**src/rtl/ccff_loader_pkg.sv**
```systemverilog
// Shared types and defaults for the configuration chain loader.
package ccff_loader_pkg;

    typedef enum logic [2:0] {
        ST_IDLE,
        ST_LOAD,
        ST_SETTLE,
        ST_DONE,
        ST_ERR
    } state_e;

    localparam int NUM_CHAINS_DFLT = 10;
    localparam int SETTLE_DFLT     = 8;

endpackage

```
**src/rtl/ccff_sat_counter.sv**
```systemverilog
// Saturating up-counter with synchronous clear; clear wins over enable.
module ccff_sat_counter #(
    parameter int           W   = 8,
    parameter logic [W-1:0] MAX = '1
) (
    input  logic         clk,
    input  logic         rst_n,
    input  logic         clr,
    input  logic         en,
    output logic [W-1:0] cnt
);

    always_ff @(posedge clk or negedge rst_n) begin
        if (!rst_n)
            cnt <= '0;
        else if (clr)
            cnt <= '0;
        else if (en && (cnt != MAX))
            cnt <= cnt + 1'b1;
    end

endmodule

```
**src/rtl/ccff_chain_loader.sv**
```systemverilog
// Streams column words into parallel ccff chains, then releases the fabric
// reset after a settle window.
module ccff_chain_loader
    import ccff_loader_pkg::*;
#(
    parameter int NUM_CHAINS    = NUM_CHAINS_DFLT,
    parameter int CHAIN_LEN     = 4096,
    parameter int SETTLE_CYCLES = SETTLE_DFLT,
    parameter int STALL_MAX     = 255,
    parameter int CNT_W         = $clog2(CHAIN_LEN + 1)
) (
    input  logic                  prog_clock,
    input  logic                  global_resetn,
    input  logic                  start,
    input  logic                  in_valid,
    input  logic [NUM_CHAINS-1:0] in_data,
    output logic                  in_ready,
    output logic [NUM_CHAINS-1:0] ccff_head,
    input  logic [NUM_CHAINS-1:0] ccff_tail,
    output logic                  ccff_shift_en,
    output logic                  fabric_resetn,
    output logic                  busy,
    output logic                  cfg_done,
    output logic                  cfg_err,
    output logic [NUM_CHAINS-1:0] tail_last
);

    localparam int STALL_W  = $clog2(STALL_MAX + 1);
    localparam int SETTLE_W = $clog2(SETTLE_CYCLES + 1);

    localparam logic [CNT_W-1:0]    SHIFT_LAST  = CNT_W'(CHAIN_LEN - 1);
    localparam logic [STALL_W-1:0]  STALL_LAST  = STALL_W'(STALL_MAX - 1);
    localparam logic [SETTLE_W-1:0] SETTLE_LAST = SETTLE_W'(SETTLE_CYCLES - 1);

    state_e state, state_n;

    logic                shift_clr;
    logic                stall_clr;
    logic                accept;
    logic                last_shift_q;
    logic [CNT_W-1:0]    shift_cnt;
    logic [STALL_W-1:0]  stall_cnt;
    logic [SETTLE_W-1:0] settle_cnt;

    assign in_ready = (state == ST_LOAD);
    assign accept   = in_ready && in_valid;
    assign busy     = (state == ST_LOAD) || (state == ST_SETTLE);
    assign cfg_done = (state == ST_DONE);
    assign cfg_err  = (state == ST_ERR);

    ccff_sat_counter #(.W(CNT_W), .MAX(CNT_W'(CHAIN_LEN))) u_shift_cnt (
        .clk   (prog_clock),
        .rst_n (global_resetn),
        .clr   (shift_clr),
        .en    (accept),
        .cnt   (shift_cnt)
    );

    ccff_sat_counter #(.W(STALL_W), .MAX(STALL_W'(STALL_MAX))) u_stall_cnt (
        .clk   (prog_clock),
        .rst_n (global_resetn),
        .clr   (stall_clr),
        .en    ((state == ST_LOAD) && !in_valid),
        .cnt   (stall_cnt)
    );

    ccff_sat_counter #(.W(SETTLE_W), .MAX(SETTLE_W'(SETTLE_CYCLES))) u_settle_cnt (
        .clk   (prog_clock),
        .rst_n (global_resetn),
        .clr   (state != ST_SETTLE),
        .en    (state == ST_SETTLE),
        .cnt   (settle_cnt)
    );

    always_ff @(posedge prog_clock or negedge global_resetn) begin
        if (!global_resetn)
            state <= ST_IDLE;
        else
            state <= state_n;
    end

    always_comb begin
        state_n   = state;
        shift_clr = 1'b0;
        stall_clr = 1'b0;
        case (state)
            ST_IDLE, ST_DONE, ST_ERR: begin
                if (start) begin
                    state_n   = ST_LOAD;
                    shift_clr = 1'b1;
                    stall_clr = 1'b1;
                end
            end
            ST_LOAD: begin
                if (accept) begin
                    stall_clr = 1'b1;
                    if (shift_cnt == SHIFT_LAST)
                        state_n = ST_SETTLE;
                end else if (stall_cnt == STALL_LAST) begin
                    state_n = ST_ERR;
                end
            end
            ST_SETTLE: begin
                if (settle_cnt == SETTLE_LAST)
                    state_n = ST_DONE;
            end
            default: state_n = ST_IDLE;
        endcase
    end

    // fabric_resetn is a flop so the fabric never sees decode glitches.
    always_ff @(posedge prog_clock or negedge global_resetn) begin
        if (!global_resetn) begin
            ccff_head     <= '0;
            ccff_shift_en <= 1'b0;
            last_shift_q  <= 1'b0;
            tail_last     <= '0;
            fabric_resetn <= 1'b0;
        end else begin
            ccff_shift_en <= accept;
            last_shift_q  <= accept && (shift_cnt == SHIFT_LAST);
            fabric_resetn <= (state_n == ST_DONE);
            if (accept)
                ccff_head <= in_data;
            if (last_shift_q)
                tail_last <= ccff_tail;
        end
    end

endmodule

```
**config.mk**
```make
export PLATFORM = sky130hd
export DESIGN_NAME = ccff_chain_loader
export DESIGN_NICKNAME = d
export VERILOG_FILES = /design/src/rtl/ccff_loader_pkg.sv /design/src/rtl/ccff_sat_counter.sv /design/src/rtl/ccff_chain_loader.sv
export SDC_FILE = /design/constraint.sdc
export NUM_CORES = 1
export LEC_CHECK = 0
export CORE_MARGIN = 8
export CORE_UTILIZATION = 41
export CTS_BUF_LIST = sky130_fd_sc_hd__clkbuf_8
export CTS_CLUSTER_DIAMETER = 200
export CTS_CLUSTER_SIZE = 40
export DETAILED_ROUTE_END_ITERATION = 10
export PLACE_DENSITY = 0.66
export SLEW_MARGIN = 15
export SYNTH_ARGS = -nofsm -noshare
export SYNTH_HDL_FRONTEND = slang
export SYNTH_HIERARCHICAL = 1
export SYNTH_SLANG_ARGS = --single-unit
```
**constraint.sdc**
```tcl
create_clock -name prog_clock -period 4.5 [get_ports prog_clock]
set_input_delay 1.125 -clock prog_clock [delete_from_list [all_inputs] [get_ports prog_clock]]
set_output_delay 1.125 -clock prog_clock [all_outputs]
set_load 0.05 [all_outputs]
```
# Word-level counts from Yosys, hierarchy flattened
# Index checks and enable logic that the tools add are counted.
[classes]
add_sub_neg = 3
n_eq_ne = 12
n_mux = 16
reduce_logical = 13
[ops]
columns = ["op", "n"]
rows = [
  ["13-bit 2-to-1 mux", 2],
  ["8-bit 2-to-1 mux", 2],
  ["3-bit 2-to-1 mux", 5],
  ["13-bit by 1-bit adder with 13-bit output, second input constant", 1],
  ["13-bit by 12-bit == test with 1-bit output, second input constant", 1],
  ["13-bit != test, second input constant", 1],
  ["3-bit by 2-bit == test with 1-bit output, second input constant", 3],
  ["3-bit one-hot mux with 3 select lines", 1],
  ["8-bit by 1-bit adder with 8-bit output, second input constant", 1],
  ["8-bit == test, second input constant", 1],
  ["4-bit 2-to-1 mux", 2],
  ["8-bit != test, second input constant", 1],
  ["1-bit logical AND", 6],
  ["2-bit nonzero test", 3],
  ["4-bit by 1-bit adder with 4-bit output, second input constant", 1],
  ["4-bit by 3-bit == test with 1-bit output, second input constant", 1],
  ["4-bit != test, second input constant", 1],
  ["3-bit by 1-bit == test with 1-bit output, second input constant", 1],
  ["3-bit == test, second input constant", 1],
  ["3-bit zero test", 1],
  ["1-bit 2-to-1 mux", 3],
  ["3-bit by 2-bit != test with 1-bit output, second input constant", 1],
  ["3-bit OR reduction", 1],
  ["1-bit one-hot mux with 2 select lines", 1],
  ["other kinds (2)", 2],
]
[word_totals]
register_bits = 51
input_bits = 24
wordCells = 53

# Depth between registers and ports, before layout
# Gate-level depths: netlist of run 1.
[logic_depth]
ltp_word = 5
mapped_depth = 9
mapped_depth_nobuf = 8

# By module
# Netlist of run 1, hierarchy kept.
[modules_own_cells]
columns = ["mod", "instances", "cells_each", "area_each_um2", "seq_area_each_um2"]
rows = [
  ["ccff_chain_loader", 1, 84, 1144.8, 650.6],
  ["ccff_sat_counter at u_shift_cnt", 1, 70, 690.7, 325.3],
  ["ccff_sat_counter at u_stall_cnt", 1, 49, 464.2, 200.2],
  ["ccff_sat_counter at u_settle_cnt", 1, 23, 229.0, 100.1],
]

# Worst setup path after synthesis of run 1
# No wires, ideal clock.
[synth_path]
path_kind = "reg-to-output"
startpoint = "register state[2]"
endpoint = "output port busy"
arrival_time_ns = 1.200
slack_ns = 2.175
stages_incl_launch_ff = 5
path_cell_list = "dfrtp_1 -> nand2b_1 -> nor2_1 -> inv_2 -> nand2_1"
[synth_between]
elab_chain_len = 2
[synth_lines]
columns = ["item", "line", "rtl"]
rows = [
  ["from (decl)", "ccff_chain_loader.sv:35", "state_e state, state_n;"],
  ["from (signal assigned)", "ccff_chain_loader.sv:79", "state <= state_n;"],
  ["3-bit by 1-bit == test with 1-bit output / 3-bit by 2-bit == test with 1-bit output (equally long branches)", "ccff_chain_loader.sv:47", "assign busy = (state == ST_LOAD) || (state == ST_SETTLE);"],
  ["1-bit logical OR *", "ccff_chain_loader.sv:47", ""],
  ["to (decl)", "ccff_chain_loader.sv:22", "output logic busy,"],
]
# Every way passes the cells marked *; elsewhere a longest branch is shown, timed or not.

# Worst setup path after layout of run 1
# Same ends and word-level chain as after synthesis.

==> results.toml, run 1 <==
[cts]
clk_latency_ns = 0.31
cts_resized = 0
cts_tree = "built"
cts_max_level = 2
postCtsSetupRepairBufs = 0
clkSlewWorstSetupHoldPaths_ns = 0.10
cts_buffer_depth = 2
cts_root_buf = "clkbuf_8"
cts_hold_buf = 0
cts_buffers = 5
cts_num_sinks = 51

[route]
wl_um = 5270
drc = 0
drt-initial-drc-count = 88
wl_per_cell_um = 14.9
ant_nets = 0
dr.pass1.iters = 4
via_per_inst = 5.21
dr_total_vias = 1839

[grt]
busiest_layer = "met2"
grt_pass1_wl_um = 8780
grt_pass1_vias = 1829
grt_max_degree = 36
grtUsageMet2 = 0.182
met3_usage = 0.0365
grt_use_met1 = 0.166
antenna_found_initial = 0
track_usage = 0.123
gr-total-overflow = 0

[worst_setup_path]
crit_required_ns = 3.38
critPathCaptureType = "output pin"
cp-start-kind = "register"
rrSetupSlack_ns = 2.47
cp.arrival_ns = 2.13
crit_path_max_fanout = 7
crit_type = "reg2out"

[cells_and_area]
nets = 306
most-common-layout-cells = "51 x dfrtp_1, 48 x clkdlybuf4s50_1, 22 x nor2_1, 13 x mux2_2"
layout_commonest_cell = "dfrtp_1"
num_antenna_cells = 0
drive_above_1_share = 0.151
fin_util = 0.539
fillers = 527
syn_to_final_growth_pct = 26.9

[logic_synthesis]
syn_area_per_cell_sq_um = 11.2
ys_seq_area_frac = 0.505
synthesis.area_sq_um = 2530
ys_ff_latch = 51
synth-edff-count = 0
synth_async_sr_flop_share = 1.00
netlist_instances = 226
syn-num-nets = 255
synth_ff_type = "dfrtp_1"
yosysUniqueCellTypes = 50
yosysWarningCount = 6

[sta]
slew_violations = 0
finalHoldViolations = 0
setup_viol = 0
period_share = 0.723
fmax_ghz = 0.307
rsz0062_at_grt = "false"
tns_ns = 0
slew_headroom = 0.651
worst_pin_slew_ns = 0.522
holdWs_ns = 0.498
skew_ns = 0.0126
period_needed_ns = 3.25

[hold_path]
holdCritPathClass = "reg2reg"

[die]
coreArea_sq_um = 5960
die_area_sq_um = 8940
chipHeight_um = 94.5
initial_core_util = 0.425
rows = 28
die_x_um = 94.5
ios = 50

[flow_run]
maxCapViolCount = 0

[placement]
gp_congestion = 0.834
port_buffers = 49
dpl.hpwl_um = 3890

[power]
p_per_area_nw_per_um2 = 451
cellLeakagePower_uw = 0.00139
max-vdd-ir-drop_uv = 302

[outcome]
status = "complete, no violations"
[area by class of cell]
type	count	area (sq um)	area share
clock inverters	3	67.6	0.0211
multi-input cells	159	1170	0.365
inverters	10	37.5	0.0117
repair buffers	50	493	0.154
flip-flops and latches	51	1280	0.398
clock buffers	5	68.8	0.0215
well taps	75	93.8	0.0293
[worst max-delay path, stage by stage (launching register included)]
cell             delay (ns)
dfrtp_1                0.41
nand2b_1               0.19
nor2_1                 0.24
inv_2                  0.11
nand2_1                0.08
clkdlybuf4s50_1        0.79
[Yosys cell counts, drive strengths merged, types with 4 or more instances]
master  count  area (sq um)
nor3        4          20.0
nand3      10          60.1
and2        5          35.0
mux2       24           304
nand2b      7          43.8
a21oi       8          40.0
inv        10          37.5
nand4       9          56.3
nand2      10          45.0
nor2       23          88.8
buf         4          36.3
o21ai       4          20.0
ha          5          62.6
nor2b       4          25.0
dfrtp      51          1280
xor2        9          78.8
[final timing paths]
| kind | endpoint | from | cells after the start |
|---|---|---|---|
| setup reg to reg | u_stall_cnt/cnt[3] | state[0] | 5 |
| min in group asynchronous | ccff_head[2] | global_resetn | 1 |
| max in group asynchronous | tail_last[6] | global_resetn | 2 |
| hold reg to reg | ccff_head[8] | ccff_head[8] | 1 |
| hold / removal | ccff_head[8] | ccff_head[8] | 1 |
| setup / recovery | busy | state[2] | 5 |
[cells by family after synthesis]
group	share of synthesized area
and+or+nand+nor	0.211
DFF	0.505
muxes	0.132
AOI/OAI and AO/OA	0.0604
buffers and inverters	0.0322
xor gates and xnor gates	0.0346
adders and majority gates	0.0247
[power breakdown]
part           internal [uW]  switching, uW
sequential               523           65.8
combinational            196            289
clock                    222            151
total                    940            506
[registers in the layout (all words and copies together) (netlist names)]
name	cells
u_shift_cnt/cnt	13
ccff_head	10
tail_last	10
u_stall_cnt/cnt	8
u_settle_cnt/cnt	4
state	3
ccff_shift_en	1
fabric_resetn	1
last_shift_q	1
[metrics by stage]
step           cell area [sq um]  setup slack, ns  instances  power [uW]
5_1_grt                     3210             1.06        353        1530
6_report                    3210             1.25        353        1450
3_5_place_dp                3070             1.49        345        1090
2_1_floorplan               2530             2.17        226         930
4_1_cts                     3210             1.21        353        1460
3_3_place_gp                3070             1.54        345        1080
[layer usage]
layer / vias up / part of all wire / routed length (um)
met3: 8 / 0.082 / 434
met4: 0 / 0.018 / 97
met2: 62 / 0.42 / 2190
li1: 904 / - / -
met1: 865 / 0.48 / 2550
met5: - / 0 / 0
Note: power is estimated with default switching activity, not from simulation.
==> inputs of run 2 (changes only) <==
--- a/config.mk
+++ b/config.mk
@@ -11,7 +11,7 @@
 export CTS_CLUSTER_DIAMETER = 200
 export CTS_CLUSTER_SIZE = 40
 export DETAILED_ROUTE_END_ITERATION = 10
-export PLACE_DENSITY = 0.66
+export PLACE_DENSITY = 0.68
 export SLEW_MARGIN = 15
 export SYNTH_ARGS = -nofsm -noshare
 export SYNTH_HDL_FRONTEND = slang
==> constraint.sdc (replaced) <==
create_clock -name prog_clock -period 2.9 [get_ports prog_clock]
set_input_delay 0.725 -clock prog_clock [delete_from_list [all_inputs] [get_ports prog_clock]]
set_output_delay 0.725 -clock prog_clock [all_outputs]
set_load 0.05 [all_outputs]
==> run 2 against run 1 <==
Wire length up 4.1%. Combinational power rose by 60%. Flip-flop and latch count unchanged. Cell count up 0.85%. Total power up 47%. Via count is 1.1% higher. Sequential power is 55% higher. Non-clock buffer count is 3 higher.
==> results.toml, run 2 (synthesis results as in run 1) <==
[route]
via_per_inst = 5.22
drt-initial-drc-count = 92
wl_per_cell_um = 15.4
dr.pass1.iters = 4
drc = 0
wl_um = 5490
dr_total_vias = 1859
ant_nets = 0

[sta]
slew_headroom = 0.624
setup_viol = 0
period_share = 0.919
rsz0062_at_grt = "false"
skew_ns = 0.00554
worst_pin_slew_ns = 0.564
finalHoldViolations = 0
fmax_ghz = 0.375
setup_slack_ns = 0.236
slew_violations = 0
tns_ns = 0
period_needed_ns = 2.66

[die]
initial_core_util = 0.425
rows = 28
coreArea_sq_um = 5960
die_area_sq_um = 8940
die_x_um = 94.5
ios = 50
chipHeight_um = 94.5

[cells_and_area]
largest_reg_flops = 13
nets = 309
most-common-layout-cells = "51 x dfrtp_1, 47 x clkdlybuf4s50_1, 22 x nor2_1, 13 x mux2_2"
layout_commonest_cell = "dfrtp_1"
regMostFlops = "u_shift_cnt/cnt"
num_antenna_cells = 0
syn_to_final_growth_pct = 26.7
fin_cells = 356
drive_above_1_share = 0.164
design_area_sq_um = 3200
top_regs = "u_shift_cnt/cnt (13), ccff_head (10), tail_last (10)"

[cts]
cts_tree = "built"
clk_latency_ns = 0.31
cts_buffer_depth = 2
cts_buffers = 5
cts_resized = 0
cts_root_buf = "clkbuf_8"
cts_max_level = 2
clkSlewWorstSetupHoldPaths_ns = 0.09
cts_hold_buf = 0
cts_num_sinks = 51
postCtsSetupRepairBufs = 0

[placement]
gp_congestion = 0.796
dpl.hpwl_um = 4140
dpl_worst_slack_ns = 0.491
place_area_sq_um = 3100
placed_cells_incl_taps = 348
port_buffers = 49

[worst_setup_path]
crit_type = "reg2out"
crit_path_max_fanout = 7
critPathCaptureType = "output pin"
crit_required_ns = 2.17
rrSetupSlack_ns = 1.04
cp.arrival_ns = 1.94
cp-start-kind = "register"

[grt]
grt_pass1_vias = 1797
track_usage = 0.129
gr-total-overflow = 0
antenna_found_initial = 0
grt_max_degree = 29
grt_pass1_wl_um = 9010

[power]
max-vdd-ir-drop_uv = 524
p_total_uw = 2120
p_per_area_nw_per_um2 = 663
cellLeakagePower_uw = 0.00140

[flow_run]
maxCapViolCount = 0

[hold_path]
holdCritPathClass = "in2async"

[outcome]
status = "complete, no violations"
-- run 2: cell types whose count changed in the layout (fill, tap and decap cells not counted), sizes merged --
cell | before | now
buf | 2 | 6
bufinv | 2 | 0
clkbuf | 5 | 6
clkdlybuf4s50 | 48 | 47
clkinv | 0 | 1
-- run 2: per-layer routing --
layer  wire length [um]  track usage  vias to the layer above
li1                   -            -                      905
met1               2550        0.166                      894
met2               2480        0.203                       52
met3                352       0.0254                        8
met4                103       0.0624                        0
met5                  0            0                        -
-- run 2: worst paths after layout --
| check | endpoint | from | depth (start not counted) |
|---|---|---|---|
| max | cfg_err | state[0] | 4 |
| min | ccff_head[9] | global_resetn | 1 |
| max reg2reg | u_shift_cnt/cnt[12] | state[2] | 8 |
| min reg2reg | ccff_head[7] | ccff_head[7] | 1 |
| max in group asynchronous | u_shift_cnt/cnt[5] | global_resetn | 2 |
| min in group prog_clock | ccff_head[7] | ccff_head[7] | 1 |
-- run 2: worst max-delay path, stage by stage (launching register included) --
cell	delay, ns
dfrtp_1	0.47
nor2_1	0.20
nand2_1	0.10
inv_1	0.07
clkdlybuf4s50_1	0.80
-- run 2: power breakdown --
part / internal (uW) / leakage, uW / switching [uW]
clock network: 195 / 0.0000474 / 238
registers: 811 / 0.000676 / 102
logic: 317 / 0.000673 / 461
total: 1320 / 0.00140 / 801
-- run 2: stage by stage --
step | hold slack [ns] | util
finish | 0.396 | 0.538
global route | 0.432 | 0.538
CTS | 0.408 | 0.538
detailed placement | 0.476 | 0.521
global placement | 0.467 | 0.521
floorplan | 0.429 | -
-- run 2: layout make-up --
class / instances / area, sq um
fillers: 517 / 2750
flip-flops and latches: 51 / 1280
multi-input cells: 159 / 1170
repair buffers: 53 / 526
well taps: 75 / 93.8
clock buffers: 6 / 82.6
inverters: 10 / 37.5
clock inverters: 2 / 16.3
==> inputs of run 3 (changes only) <==
--- a/config.mk
+++ b/config.mk
@@ -6,12 +6,12 @@
 export NUM_CORES = 1
 export LEC_CHECK = 0
 export CORE_MARGIN = 8
-export CORE_UTILIZATION = 41
+export CORE_UTILIZATION = 52
 export CTS_BUF_LIST = sky130_fd_sc_hd__clkbuf_8
 export CTS_CLUSTER_DIAMETER = 200
 export CTS_CLUSTER_SIZE = 40
 export DETAILED_ROUTE_END_ITERATION = 10
-export PLACE_DENSITY = 0.68
+export PLACE_DENSITY = 0.8
 export SLEW_MARGIN = 15
 export SYNTH_ARGS = -nofsm -noshare
 export SYNTH_HDL_FRONTEND = slang
==> constraint.sdc (replaced) <==
create_clock -name prog_clock -period 2.7 [get_ports prog_clock]
set_input_delay 0.675 -clock prog_clock [delete_from_list [all_inputs] [get_ports prog_clock]]
set_output_delay 0.675 -clock prog_clock [all_outputs]
set_load 0.05 [all_outputs]
==> run 3 against run 2 <==
Critical path depth is 1 lower. Non-clock buffer count increased by 1. Clock skew fell by 0.0018 ns. Flip-flop and latch count did not move. Combinational power grew 5.7%. Sequential share of layout area increased by 0.54 points. Register-to-register slack got worse by 0.18 ns. Worst setup slack worse by 0.094 ns. Cell area fell by 1.3%. Critical path type unchanged. Largest cell class unchanged.
==> results.toml, run 3 (synthesis results as in run 1) <==
[outcome]
status = "complete, no violations"

[hold_path]
holdCritPathClass = "in2async"

[power]
switchingPower_uw = 824
power.clock.fraction = 0.187
p_comb_frac = 0.372
swShare = 0.373
cellLeakagePower_uw = 0.00141
max-vdd-ir-drop_uv = 479
p_per_area_nw_per_um2 = 699
p_seq_frac = 0.441
intPower_uw = 1390

[flow_run]
maxCapViolCount = 0

[sta]
slew_violations = 0
skew_ns = 0.00370
fmax_ghz = 0.391
tns_ns = 0
slew_headroom = 0.655
setup_viol = 0
period_needed_ns = 2.56
worst_pin_slew_ns = 0.517
setup_slack_ns = 0.142
finalHoldViolations = 0
rsz0062_at_grt = "false"
period_share = 0.947

[worst_setup_path]
crit_path_max_fanout = 4
reg2regPathDepth = 8
timing.rr.end = "u_shift_cnt/cnt[12]"
crit_required_ns = 2.03
cp-start-kind = "register"
critPathCaptureType = "output pin"
crit_type = "reg2out"
regToRegStartpoint = "state[2]"
rrSetupSlack_ns = 0.86
cp.arrival_ns = 1.88

[placement]
dpl_worst_slack_ns = 0.361
port_buffers = 49
dpl.hpwl_um = 3830
gp_congestion = 0.885

[cells_and_area]
num_antenna_cells = 0
layout_commonest_cell = "dfrtp_1"
regMostFlops = "u_shift_cnt/cnt"
nets = 310
largest_reg_flops = 13
drive_above_1_share = 0.163
syn_to_final_growth_pct = 25.0
most-common-layout-cells = "51 x dfrtp_1, 46 x clkdlybuf4s50_1, 22 x nor2_1, 13 x mux2_2"
top_regs = "u_shift_cnt/cnt (13), ccff_head (10), tail_last (10)"

[cts]
cts_root_buf = "clkbuf_8"
cts_buffer_depth = 2
clk_latency_ns = 0.30
cts_num_sinks = 51
cts_hold_buf = 0
clkSlewWorstSetupHoldPaths_ns = 0.09
postCtsSetupRepairBufs = 0
cts_tree = "built"
cts_max_level = 2
cts_buffers = 5

[die]
initial_core_util = 0.539
coreArea_sq_um = 4690
chipHeight_um = 85.7
die_area_sq_um = 7350
rows = 25
die_x_um = 85.7
ios = 50

[grt]
grt_pass1_vias = 1811
gr-total-overflow = 0
track_usage = 0.147
antenna_found_initial = 0
grt_pass1_wl_um = 8750
grt_max_degree = 21

[route]
dr.pass1.iters = 4
dr_total_vias = 1885
drc = 0
wl_per_cell_um = 15.4
drt-initial-drc-count = 75
wl_um = 5160
ant_nets = 0
via_per_inst = 5.61
## run 3: cell types whose count changed in the layout (fill, tap and decap cells not counted), sizes merged
cell           previous run  this run
buf                       6         7
clkbuf                    6         5
clkdlybuf4s50            47        46
dlymetal6s2s              0         1
inv                      10        11
## run 3: layout make-up
| type | count | area, sq um |
|---|---|---|
| multi-input combinational | 159 | 1170 |
| fill | 391 | 1530 |
| timing repair buffer | 54 | 523 |
| clock buffer | 5 | 68.8 |
| sequential | 51 | 1280 |
| tap | 54 | 67.6 |
| inverter | 10 | 37.5 |
| clock inverter | 3 | 16.3 |
## run 3: worst max-delay path, stage by stage (launching register included)
cell,delay [ns]
dfrtp_1,0.42
nor2b_1,0.17
and2_1,0.19
clkdlybuf4s50_1,0.81
## run 3: layer usage
metal / part of all wire / track usage / vias up
met5: 0 / 0 / -
met4: 0.014 / 0.0541 / 0
met3: 0.069 / 0.0392 / 7
met2: 0.44 / 0.223 / 59
met1: 0.47 / 0.196 / 902
li1: - / - / 917
## run 3: how the worst max path moves through the flow
stage	cells after the start	slack [ns]	start	endpoint
floorplan	9	0.64	state[2]	u_shift_cnt/cnt[12]
global placement	6	0.41	in_valid	u_shift_cnt/cnt[12]
detailed placement	6	0.36	in_valid	u_shift_cnt/cnt[12]
CTS	4	0.05	state[0]	cfg_err
global route	3	0.06	state[1]	cfg_done
finish	3	0.14	state[2]	cfg_done
## run 3: power by group through the flow
stage                     Combinational, uW  Sequential (uW)  Clock, uW
after floorplan                         386             1160          0
after global placement                  813              986          0
after detailed placement                825              990          0
after CTS                               830              976        438
after global routing                    893              997        459
final                                   822              976        413
## run 3: through the flow
step | utilization | area (sq um) | power [uW] | hold WS (ns) | instances
finish | 0.674 | 3160 | 2210 | 0.260 | 336
global route | 0.674 | 3160 | 2350 | 0.278 | 336
CTS | 0.673 | 3160 | 2240 | 0.257 | 336
detailed placement | 0.655 | 3070 | 1810 | 0.486 | 328
global placement | 0.655 | 3070 | 1800 | 0.482 | 328
floorplan | - | 2530 | 1550 | 0.379 | 226
## run 3: timing repair
action	in CTS	in global routing
endpoints found under the setup margin	0	1
hold endpoints to repair	0	0
gates resized for setup	0	1
